--- config.mk ---
export PLATFORM = sky130hd
export DESIGN_NAME = seven_seg_decode
export DESIGN_NICKNAME = d
export VERILOG_FILES = /design/src/rtl/seven_seg_decode.sv
export SDC_FILE = /design/constraint.sdc
export NUM_CORES = 1
export LEC_CHECK = 0
export CORE_UTILIZATION = 57
export DETAILED_ROUTE_END_ITERATION = 16
export PLACE_DENSITY = 0.78
export SYNTH_ARGS = -nofsm -noshare
export SYNTH_HDL_FRONTEND = slang
export SYNTH_SLANG_ARGS = --single-unit
--- constraint.sdc ---
create_clock -name clk -period 7.95 [get_ports clk]
set_clock_uncertainty 0.15 [all_clocks]
set_input_delay 0.795 -clock clk [delete_from_list [all_inputs] [get_ports clk]]
set_output_delay 0.795 -clock clk [all_outputs]
set_load 0.005 [all_outputs]
--- src/rtl/seven_seg_decode.sv ---
// Passive monitor for a multiplexed active-low 4-digit seven-segment bus: recovers
// each displayed digit, assembles whole frames and reports them as BCD and binary.
module seven_seg_decode #(
    parameter int SETTLE_CYCLES = 4,
    parameter int FRAME_TIMEOUT = 65535
) (
    input  logic        clk,
    input  logic        rst_n,
    input  logic [6:0]  seg_in,
    input  logic [3:0]  an_in,
    output logic [15:0] digits,
    output logic [13:0] value,
    output logic        valid,
    output logic        frame_err,
    output logic        busy
);

    typedef enum logic [1:0] {IDLE, CONV, DONE} state_t;

    localparam logic [7:0]  SETTLE_LIM  = 8'(SETTLE_CYCLES);
    localparam logic [15:0] TIMEOUT_LIM = 16'(FRAME_TIMEOUT);

    logic [1:0]  rst_pipe;
    logic        rst_int_n;
    logic [6:0]  seg_s1, seg_sync;
    logic [3:0]  an_s1, an_sync;
    logic [7:0]  settle_cnt;
    logic        sampled;
    logic        qualified;
    logic [1:0]  idx;
    logic        sample;
    logic [3:0]  glyph_digit;
    logic        glyph_bad;
    logic [3:0]  slot [4];
    logic [3:0]  seen, seen_next;
    logic        bad, bad_next;
    logic [15:0] to_cnt;
    logic        complete;
    logic        timeout;
    logic        err_event;
    logic        err_pend;
    state_t      state;
    logic [1:0]  step;
    logic [15:0] conv_bcd;
    logic [13:0] acc;
    logic [3:0]  cur_digit;

    // Reset asserts asynchronously but releases on a clock edge.
    // NOTE: every clocked block uses non-blocking assignments so all flops update together.
    always_ff @(posedge clk or negedge rst_n) begin
        if (!rst_n) rst_pipe <= 2'b00;
        else        rst_pipe <= {rst_pipe[0], 1'b1};
    end
    assign rst_int_n = rst_pipe[1];

    always_ff @(posedge clk or negedge rst_int_n) begin
        if (!rst_int_n) begin
            seg_s1   <= 7'h7F;
            seg_sync <= 7'h7F;
            an_s1    <= 4'hF;
            an_sync  <= 4'hF;
        end else begin
            seg_s1   <= seg_in;
            seg_sync <= seg_s1;
            an_s1    <= an_in;
            an_sync  <= an_s1;
        end
    end

    always_comb begin
        qualified = 1'b1;
        idx       = 2'd0;
        case (an_sync)
            4'b1110: idx = 2'd0;
            4'b1101: idx = 2'd1;
            4'b1011: idx = 2'd2;
            4'b0111: idx = 2'd3;
            default: qualified = 1'b0;
        endcase
    end

    // NOTE: defaults first so no path through this block leaves a variable unassigned (no latch).
    always_comb begin
        glyph_bad   = 1'b0;
        glyph_digit = 4'd0;
        case (seg_sync)
            7'b1000000: glyph_digit = 4'd0;
            7'b1111001: glyph_digit = 4'd1;
            7'b0100100: glyph_digit = 4'd2;
            7'b0110000: glyph_digit = 4'd3;
            7'b0011001: glyph_digit = 4'd4;
            7'b0010010: glyph_digit = 4'd5;
            7'b0000010: glyph_digit = 4'd6;
            7'b1111000: glyph_digit = 4'd7;
            7'b0000000: glyph_digit = 4'd8;
            7'b0010000: glyph_digit = 4'd9;
            7'b1111111: glyph_digit = 4'd0;
            default: begin
                glyph_digit = 4'hF;
                glyph_bad   = 1'b1;
            end
        endcase
    end

    // The settle window restarts on the edge where an_sync takes a new value.
    assign sample = (an_s1 == an_sync) && qualified && !sampled &&
                    (settle_cnt + 8'd1 == SETTLE_LIM);

    always_ff @(posedge clk or negedge rst_int_n) begin
        if (!rst_int_n) begin
            settle_cnt <= '0;
            sampled    <= 1'b0;
        end else if ((an_s1 != an_sync) || !qualified) begin
            settle_cnt <= '0;
            sampled    <= 1'b0;
        end else if (!sampled) begin
            settle_cnt <= settle_cnt + 8'd1;
            sampled    <= sample;
        end
    end

    assign complete = (seen == 4'hF);
    assign timeout  = (seen != 4'h0) && !complete && !sample &&
                      (to_cnt + 16'd1 == TIMEOUT_LIM);

    always_comb begin
        seen_next = (complete || timeout) ? 4'h0 : seen;
        bad_next  = (complete || timeout) ? 1'b0 : bad;
        if (sample) begin
            seen_next[idx] = 1'b1;
            bad_next       = bad_next | glyph_bad;
        end
    end

    // NOTE: the four slots are only 16 bits, so they are cleared on reset like any other register.
    always_ff @(posedge clk or negedge rst_int_n) begin
        if (!rst_int_n) begin
            for (int i = 0; i < 4; i++) slot[i] <= '0;
            seen   <= '0;
            bad    <= 1'b0;
            to_cnt <= '0;
        end else begin
            if (sample) slot[idx] <= glyph_digit;
            seen <= seen_next;
            bad  <= bad_next;
            if (sample || seen == 4'h0 || complete || timeout) to_cnt <= '0;
            else                                               to_cnt <= to_cnt + 16'd1;
        end
    end

    assign err_event = timeout || (complete && (bad || state != IDLE));

    always_comb begin
        case (step)
            2'd0:    cur_digit = conv_bcd[15:12];
            2'd1:    cur_digit = conv_bcd[11:8];
            2'd2:    cur_digit = conv_bcd[7:4];
            default: cur_digit = conv_bcd[3:0];
        endcase
    end

    always_ff @(posedge clk or negedge rst_int_n) begin
        if (!rst_int_n) begin
            state     <= IDLE;
            step      <= '0;
            acc       <= '0;
            conv_bcd  <= '0;
            digits    <= '0;
            value     <= '0;
            valid     <= 1'b0;
            busy      <= 1'b0;
            frame_err <= 1'b0;
            err_pend  <= 1'b0;
        end else begin
            valid <= 1'b0;
            case (state)
                IDLE: begin
                    if (complete && !bad) begin
                        conv_bcd <= {slot[3], slot[2], slot[1], slot[0]};
                        acc      <= '0;
                        step     <= '0;
                        busy     <= 1'b1;
                        state    <= CONV;
                    end
                end
                CONV: begin
                    // acc*10 + digit, most significant digit first
                    acc <= (acc << 3) + (acc << 1) + {10'd0, cur_digit};
                    if (step == 2'd3) state <= DONE;
                    else              step  <= step + 2'd1;
                end
                DONE: begin
                    value  <= acc;
                    digits <= conv_bcd;
                    valid  <= 1'b1;
                    busy   <= 1'b0;
                    state  <= IDLE;
                end
                default: state <= IDLE;
            endcase

            // An error landing on the valid cycle is held back by one cycle.
            if (state == DONE) begin
                err_pend  <= err_pend | err_event;
                frame_err <= 1'b0;
            end else begin
                frame_err <= err_event | err_pend;
                err_pend  <= 1'b0;
            end
        end
    end

endmodule

After elaboration in Yosys (flattened, before gate mapping)
Cells that the tools add are included.
{"block": "totals", "inputBits": 13, "regBits": 138, "out_inout_bits": 33}
{"block": "op_classes", "mux": 32, "n_reduce_logical": 38, "bitwise_logic": 4, "order_cmp": 4, "eq_ne": 28, "add_sub_neg": 5}
{"op": "case mux 4 bit (10 select lines)", "count": 1}
{"op": "== test 7 bit, second input constant", "count": 4}
{"op": "case mux 14 bit (2 select lines)", "count": 1}
{"op": "== test 7 x 5 -> 1 bit, second input constant", "count": 3}
{"op": "adder 16 x 1 -> 16 bit, second input constant", "count": 1}
{"op": "bitwise mux 16 bit", "count": 1}
{"op": "== test 16 bit, second input constant", "count": 1}
{"op": "== test 4 bit, second input constant", "count": 4}
{"op": "2-to-1 mux 16 bit", "count": 1}
{"op": "2-to-1 mux 8 bit", "count": 2}
{"op": "adder 14 bit", "count": 1}
{"op": "adder 14 x 4 -> 14 bit", "count": 1}
{"op": "== test 7 x 6 -> 1 bit, second input constant", "count": 2}
{"op": "2-to-1 mux 14 bit", "count": 1}
{"op": "2-to-1 mux 4 bit", "count": 3}
{"op": "case mux 4 bit (3 select lines)", "count": 1}
{"op": "2-to-1 mux 1 bit", "count": 11}
{"op": "OR reduction 11 bit", "count": 1}
{"op": "logical AND 1 bit", "count": 10}
{"op": "adder 8 x 1 -> 8 bit, second input constant", "count": 1}
{"op": "demux 4 bit (select 2 bit)", "count": 1}
{"op": "== test 8 x 3 -> 1 bit, second input constant", "count": 1}
{"op": "2-to-1 mux 2 bit", "count": 4}
{"op": "case mux 2 bit (2 select lines)", "count": 2}
{"op": "other kinds (30)", "count": 52}

Logic depth before layout (Yosys ltp)
Gate-level depths: netlist of run 1.
{"block": "depth", "depth_word": 13, "ltp_mapped": 14}

Worst setup path after synthesis of run 1
OpenSTA, ideal clock, no wires.
{"block": "synth_timing", "path_type": "flip-flop to flip-flop", "start": "reg step[0]", "end": "reg acc[10]", "stages_incl_launch_ff": 14, "t_arrival_ns": 2.861, "period_less_slack_ns": 3.145, "required_ns": 7.667, "setup_slack_ns": 4.805, "path_cell_list": "dfrtp_1 > inv_1 > ha_1 > a222oi_1 > mux2i_1 > ha_1 > ha_1 > fa_1 > a21o_1 > a21oi_1 > o21ai_0 > a31oi_1 > xor2_1 > o21ai_0"}
{"block": "synth_via", "elab_chain_len": 4}
{"item": "from (decl)", "line": "43", "rtl": "logic [1:0] step;"}
{"item": "from (signal assigned)", "line": "190", "rtl": "else step <= step + 2'd1;"}
{"item": "== test 2 bit, or another cell as far along", "line": "154", "rtl": "case (step)"}
{"item": "case mux 4 bit (3 select lines) *", "line": "154"}
{"item": "adder 14 x 4 -> 14 bit *", "line": "188", "rtl": "acc <= (acc << 3) + (acc << 1) + {10'd0, cur_digit};"}
{"item": "case mux 14 bit (2 select lines) *", "line": "176", "rtl": "case (state)"}
{"item": "to (signal assigned)", "line": "188"}
{"item": "to (decl)", "line": "45", "rtl": "logic [13:0] acc;"}
Mark *: on every way between the ends. The rest lies on a longest branch, timed or not.
A chain may end at the register's enable or synchronous reset.

Final worst setup path of run 1
Same ends and word-level chain as after synthesis.

==> summary.txt, run 1 <==
Run status
  • Status: finished clean

Clock network
  • # clock sinks: 138
  • H-Tree Depth: 4
  • CTS buffer count: 17
  • Clock Latency Late Sink: around 0.42 ns
  • CTS Buffer Depth: 2
  • CTS resizes: 0
  • CTS Root Buffer Type: clkbuf_16
  • Clock-pin transition on the worst setup and hold timing paths: 0.06 ns
  • CTS tree: yes
  • Hold-fix buffers, CTS: 0
  • Setup Fix Bufs, Post-CTS: 0

Min path
  • Hold depth: 0
  • HP Start: rst_pipe[0]
  • Hold EP: rst_pipe[1]
  • HP Class: flop to flop

Logic synthesis
  • Synthesized cell area: about 6400 um2
  • Biggest area consumer among synthesized cells: dfrtp_1
  • Post-synth EDFFs: 0
  • Register bit total from synthesis: between 100 and 150
  • Syn nets: approximately 630
  • Netlist cell types: 60
  • Post-synth top flop: dfrtp_1
  • Yosys warns: 0
  • Register area share after synthesis: 0.5415
  • Syn Area/Cell: 11.08 um2
  • Yosys top cell area share: 0.4515
  • Post-Synthesis Cells: 580
  • Ys async rst share: 1.000
  • Ranking of synthesized cells by area: dfrtp_1, dfstp_2, nand2_1

Critical path
  • Startpoint Class: flop
  • Setup Crit Path Kind: flop to flop
  • CP Capture Type: flop
  • Critical Path Max Stage Delay: approximately 0.41 ns
  • RR Endpoint: acc[10]
  • Critical path fanouts, max: 4
  • Slowest library cell on the worst path: fa_1
  • Crit path cell chain: inv_1 > ha_1 > a222oi_1 > mux2i_1 > ha_1 > ha_1 > fa_1 > a21o_1 > a21oi_1 > o21ai_0 > a31oi_1 > xor2_1 > o21ai_0
  • WP data arrival: about 3.7 ns
  • WP data required: 8.08 ns
  • FF-to-FF Start: step[0]
  • Setup slack, reg-to-reg: about 4.4 ns
  • Cell mode on critical path: ha_1
  • Worst R2R Path Depth: 13

Drt
  • Routed WL: between 10,000 and 15,000 um
  • Routed Antenna Nets: 0
  • DR vias/cell: 5.728
  • Total number of vias: ~4,500
  • DR DRC count: 0
  • Drt first pass iters: 5
  • Initial DRC Count: 312
  • WL/cell: about 17 um

Floorplanning
  • Core Box Area: 10,940 um2
  • Die Wd: around 110 um
  • Die area: around 12,000 um2
  • Die H: 108.2 um
  • Initial Util: 0.5879
  • Rows: 38
  • I/O Pins: 46

Place
  • Number of port buffers: 45
  • GP Congestion: 0.8863
  • Post-DP Area: 6979 um2
  • DP Wirelength: about 8500 um
  • Dpl cells: about 750

Global routing
  • Gr ovfl total: 0
  • Most Crowded Layer GR: met2
  • Vias in the first global route: between 4,000 and 5,000
  • Grt met3 use: 0.05063
  • Initial antenna violation count: 0
  • M2 GR Usage: 0.4004
  • First-pass GRT wire length: roughly 21,000 um
  • Largest net degree at the start of global routing: 73
  • Met1 Usage GRT: 0.3101
  • Gr usage total: 0.2432

Final layout
  • Area Overhead vs Synth: 17.83%
  • Non-Filler Instances: between 700 and 800
  • Layout cells sized above 1: 0.1612
  • # nets final: ~670
  • ANT cells: 0
  • Final instance area: ~7600 um2

STA
  • Final Max Tran Viols: 0
  • Setup TNS Final: 0 ns
  • Slew headroom: 0.3029
  • Setup violators final: 0
  • Max Freq: 281.1 MHz
  • Hold Fails Final Rpt: 0
  • Final critical-path required period: between 3 and 4 ns
  • Fin crit share: 0.4475
  • RSZ-0062 raised after global routing: no
  • Worst Tran Pin Value: around 1.0 ns

Power
  • Total Power: roughly 1.6 mW
  • Lkg Pwr: 3.602 nW
  • P per Cell Area: just over 200 nW/um2
  • Worst vdd ir: between 0.0001 and 0.00015 V

Flow run
  • Max cap viols: 0
==> per-stage QoR <==
step / utilization / hold slack, ns / setup slack (ns)
3_5_place_dp: 0.6382 / 0.1879 / 4.464
2_1_floorplan: - / 0.1812 / 3.709
4_1_cts: 0.6927 / 0.1995 / 4.444
3_3_place_gp: 0.6382 / 0.1896 / 4.610
5_1_grt: 0.6927 / 0.2011 / 4.173
6_report: 0.6927 / 0.1975 / 4.392
==> placed cells by master, fill, tap and decap left out, types with 5 or more instances in the layout <==
cell type and count:
nor2_1 28, dfrtp_1 115, ha_1 30, and3_1 5, nor2_4 7, xor2_1 28, o21bai_1 7, inv_1 16
nand4_1 10, nand2_1 112, nor2b_1 6, clkbuf_16 17, o21ai_0 24, xnor2_1 11, nor3_1 6, clkdlybuf4s50_1 45
mux2_2 32, nand3_1 16, a21oi_1 12, dfstp_2 22, a31oi_1 5
==> sequential cells by signal, indices dropped and copies added, names as in the netlist, 2 cells and up <==
| name | flops |
|---|---|
| an_s1 | 4 |
| seen | 4 |
| acc | 14 |
| seg_s1 | 7 |
| conv_bcd | 16 |
| value | 14 |
| state | 2 |
| rst_pipe | 2 |
| digits | 16 |
| step | 2 |
| to_cnt | 16 |
| seg_sync | 7 |
| settle_cnt | 8 |
| an_sync | 4 |
| slot | 16 |
==> cell usage after synthesis (all sizes together) (2+ instances only) <==
| library cell | instances |
|---|---|
| a21o | 4 |
| a21oi | 12 |
| a222oi | 4 |
| a22o | 3 |
| a31oi | 5 |
| a41oi | 3 |
| and2b | 2 |
| and3 | 5 |
| and4 | 3 |
| and4b | 2 |
| buf | 11 |
| clkbuf | 8 |
| dfrtp | 116 |
| dfstp | 22 |
| fa | 2 |
| ha | 30 |
| inv | 17 |
| mux2 | 32 |
| mux2i | 3 |
| nand2 | 112 |
| nand2b | 4 |
| nand3 | 16 |
| nand4 | 10 |
| nand4b | 2 |
| nor2 | 38 |
| nor2b | 6 |
| nor3 | 6 |
| nor4 | 7 |
| o21a | 3 |
| o21ai | 25 |
| o21bai | 7 |
| o311ai | 2 |
| o31a | 2 |
| or3 | 4 |
| xnor2 | 11 |
| xor2 | 28 |
==> worst max path at each step <==
stage / startpoint / to
after floorplan: rst_pipe[1] / acc[0]
after global placement: step[0] / acc[11]
after detailed placement: step[0] / acc[11]
after CTS: step[0] / acc[10]
after global routing: step[0] / acc[10]
final: step[0] / acc[10]
==> power breakdown <==
part	leakage [nW]	switching (mW)	internal [mW]
sequential	1.85	0.0122	0.714
combinational	1.46	0.0139	0.0101
clock	0.293	0.288	0.514
total	3.60	0.314	1.24
==> critical path: cells and delay by family, from the launching register on <==
kind                     cells  cell delay (ns)
flip-flops                   1             0.38
adder cells (fa/ha/maj)      4             1.19
buffers and inverters        1             0.10
AO/OA/AOI/OAI                6             1.25
multiplexers                 1             0.14
XOR/XNOR                     1             0.19
==> area by class of cell <==
| cell class | instances | area [um2] |
|---|---|---|
| clock buffers | 23 | 478.0 |
| fillers | 783 | 3361 |
| flip-flops and latches | 138 | 3485 |
| multi-input cells | 406 | 2790 |
| clock inverters | 8 | 117.6 |
| inverters | 17 | 63.81 |
| repair buffers | 47 | 465.4 |
| well taps | 140 | 175.2 |
==> per-layer routing <==
layer	vias to the layer above	wire, um	part of all wire
met1	2226	5754	0.45
met3	24	546	0.042
met4	0	261	0.020
met2	112	6345	0.49
li1	2100	-	-
met5	-	0	0
==> cell families after synthesis <==
| kind of cell | share of synthesized area |
|---|---|
| other | 0.0005833 |
| flip-flops | 0.5415 |
| buffers and inverters | 0.02452 |
| AND/OR/NAND/NOR | 0.1709 |
| AO/OA/AOI/OAI | 0.08409 |
| XOR/XNOR | 0.05313 |
| adder cells (fa/ha/maj) | 0.06462 |
| multiplexers | 0.06072 |
(Power assumes the default switching activity.)
==> inputs of run 2 (changes only) <==
Settings changed: CORE_UTILIZATION 57 to 53, PLACE_DENSITY 0.78 to 0.76.
Clock period 7.95 ns to 2.95 ns, I/O delays scaled along.
==> run 2 against run 1 <==
Against the previous run:
- the flow now finishes with violations (design-rule violations, negative setup slack)
- wire length fell by 0.66%
- setup slack got worse by 4.7 ns
- utilization shrank 2.0 points
- sequential cell count is the same
- final cell count grew 3.1%
- register-to-register slack worse by 4.7 ns
- non-clock buffer count is 20 higher
- fmax increased by 9.7%
- clock power grew 140%
- global-route usage is 2.1 points lower
- cell area up 3.2%
- clock-buffer cell count grew 3
==> summary.txt, run 2 (synthesized netlist as in run 1, its figures left out) <==
Final layout
  • Most frequent cells in the layout: dfrtp_1, nand2_1, clkdlybuf4s50_1, mux2_2
  • # nets final: approximately 690
  • ANT cells: 0
  • Final instance area: 7816 um2
  • Layout cells sized above 1: 0.2167
  • Area Overhead vs Synth: 21.58%
  • Most common cell after layout, fill and taps aside: dfrtp_1
  • Non-Filler Instances: ~800

Place
  • Post-DP Area: slightly above 7000 um2
  • Number of port buffers: 45
  • GP Congestion: between 0.8 and 0.9
  • Placement Setup Slack: -0.2617 ns
  • Dpl cells: ~760
  • DP Wirelength: 8681 um

Critical path
  • Setup slack, reg-to-reg: -0.29 ns
  • FF-to-FF Start: step[0]
  • Worst R2R Path Depth: 15
  • Setup Crit Path Kind: flop to flop
  • WP data arrival: approximately 3.4 ns
  • WP data required: 3.06 ns
  • Startpoint Class: flop
  • Critical path fanouts, max: 3
  • RR Endpoint: acc[6]
  • Crit path launch: step[0]
  • CP Capture Type: flop

Power
  • Total Power: 3.987 mW
  • P per Cell Area: approximately 510 nW/um2
  • Lkg Pwr: about 3.7 nW
  • Worst vdd ir: around 0.00066 V

Clock network
  • CTS Buffer Depth: 2
  • Clock-pin transition on the worst setup and hold timing paths: around 0.050 ns
  • H-Tree Depth: 4
  • CTS Root Buffer Type: clkbuf_16
  • CTS tree: yes
  • # clock sinks: between 100 and 150
  • Clock Latency Late Sink: 0.42 ns
  • CTS buffer count: 17

STA
  • Worst Tran Pin Value: approximately 0.94 ns
  • Setup violators final: 9
  • Fin crit share: 1.099
  • Slew headroom: 0.3563
  • RSZ-0062 raised after global routing: yes
  • Hold Fails Final Rpt: 0
  • Max Freq: 308.5 MHz
  • Fin worst setup slack: -0.2918 ns
  • Fin Hold WS: between 0.1 and 0.15 ns
  • Final Max Tran Viols: 0
  • Final critical-path required period: between 3 and 4 ns

Global routing
  • First-pass GRT wire length: approximately 22,000 um
  • M2 GR Usage: 0.3503
  • Met1 Usage GRT: 0.2963
  • Gr usage total: 0.2222
  • Most Crowded Layer GR: met2
  • Vias in the first global route: 4,427
  • Largest net degree at the start of global routing: 56
  • Grt met3 use: 0.05400
  • Initial antenna violation count: 0
  • Gr ovfl total: 0

Drt
  • Routed WL: around 13,000 um
  • Initial DRC Count: 220
  • Routed Antenna Nets: 0
  • Total number of vias: 4,499
  • WL/cell: between 15 and 20 um
  • DR DRC count: 3
  • DR vias/cell: 5.603
  • Drt first pass iters: 10

Min path
  • Hold depth: 1
  • Hold EP: an_s1[2]
  • HP Start: an_in[2]
  • HP Class: input port to flop

Floorplanning
  • Initial Util: 0.5535
  • Rows: 39
  • Die Wd: 112.1 um
  • Die area: between 10,000 and 15,000 um2
  • Core Box Area: roughly 12,000 um2
  • I/O Pins: between 40 and 50
  • Die H: around 110 um

Run status
  • Failing checks: design-rule violations, negative setup slack
  • Status: finished, violations left

Flow run
  • Max cap viols: 0
==> run 2: changes by cell type in the layout (fill, tap and decap cells not counted), sizes merged <==
cell         delta
buf            +19
dlygate4sd3     +1
inv             +2
clkinv          -1
bufinv          -3
clkbuf          +3
==> run 2: metrics by stage <==
step,TNS (ns),utilization
finish,-1.968,0.6730
global route,-3.220,0.6730
CTS,-1.240,0.6638
detailed placement,-1.226,0.6126
global placement,-0.4405,0.6126
floorplan,0,-
==> run 2: report_power, final <==
| part | switching, mW | internal, mW | leakage [nW] |
|---|---|---|---|
| Combinational | 0.0452 | 0.0318 | 1.55 |
| Sequential | 0.0269 | 1.92 | 1.85 |
| Clock | 0.765 | 1.19 | 0.269 |
| Total | 0.837 | 3.15 | 3.67 |
==> run 2: metal layers <==
layer  vias up  share of wire
li1       2157              -
met5         -              0
met4         0          0.017
met1      2223           0.45
met2        99           0.50
met3        20          0.040
==> run 2: worst max-delay path by stage <==
stage	cells past startpoint	to	slack [ns]
global placement	14	acc[11]	-0.13
CTS	14	acc[13]	-0.22
floorplan	14	acc[11]	0.009
detailed placement	14	acc[11]	-0.26
finish	15	acc[6]	-0.29
global route	14	acc[8]	-0.44
==> run 2: timing repair <==
| action | CTS | global route |
|---|---|---|
| pin swaps | 6 | 13 |
| setup buffers | 3 | 3 |
| gates resized for setup | 7 | 17 |
| endpoints found under the hold margin | 2 | 0 |
| hold buffers | 1 | 0 |
| setup endpoints to repair | 7 | 9 |
==> run 2: worst max-delay path: stages (launching register included) <==
cell,delay (ns)
dfrtp_1,0.40
inv_2,0.10
ha_4,0.18
a222oi_1,0.32
mux2i_1,0.14
ha_1,0.30
ha_2,0.20
fa_2,0.34
a21o_1,0.18
a21oi_2,0.19
buf_4,0.14
buf_4,0.09
buf_4,0.09
buf_4,0.09
xnor2_1,0.10
o21ai_0,0.08
==> run 2: area by class of cell <==
type | instances | area (um2)
Timing Repair Buffer | 67 | 630.6
Clock inverter | 6 | 35.03
Inverter | 17 | 63.81
Fill cell | 844 | 3797
Tap cell | 143 | 178.9
Sequential cell | 138 | 3486
Multi-Input combinational cell | 406 | 2910
Clock buffer | 26 | 511.7
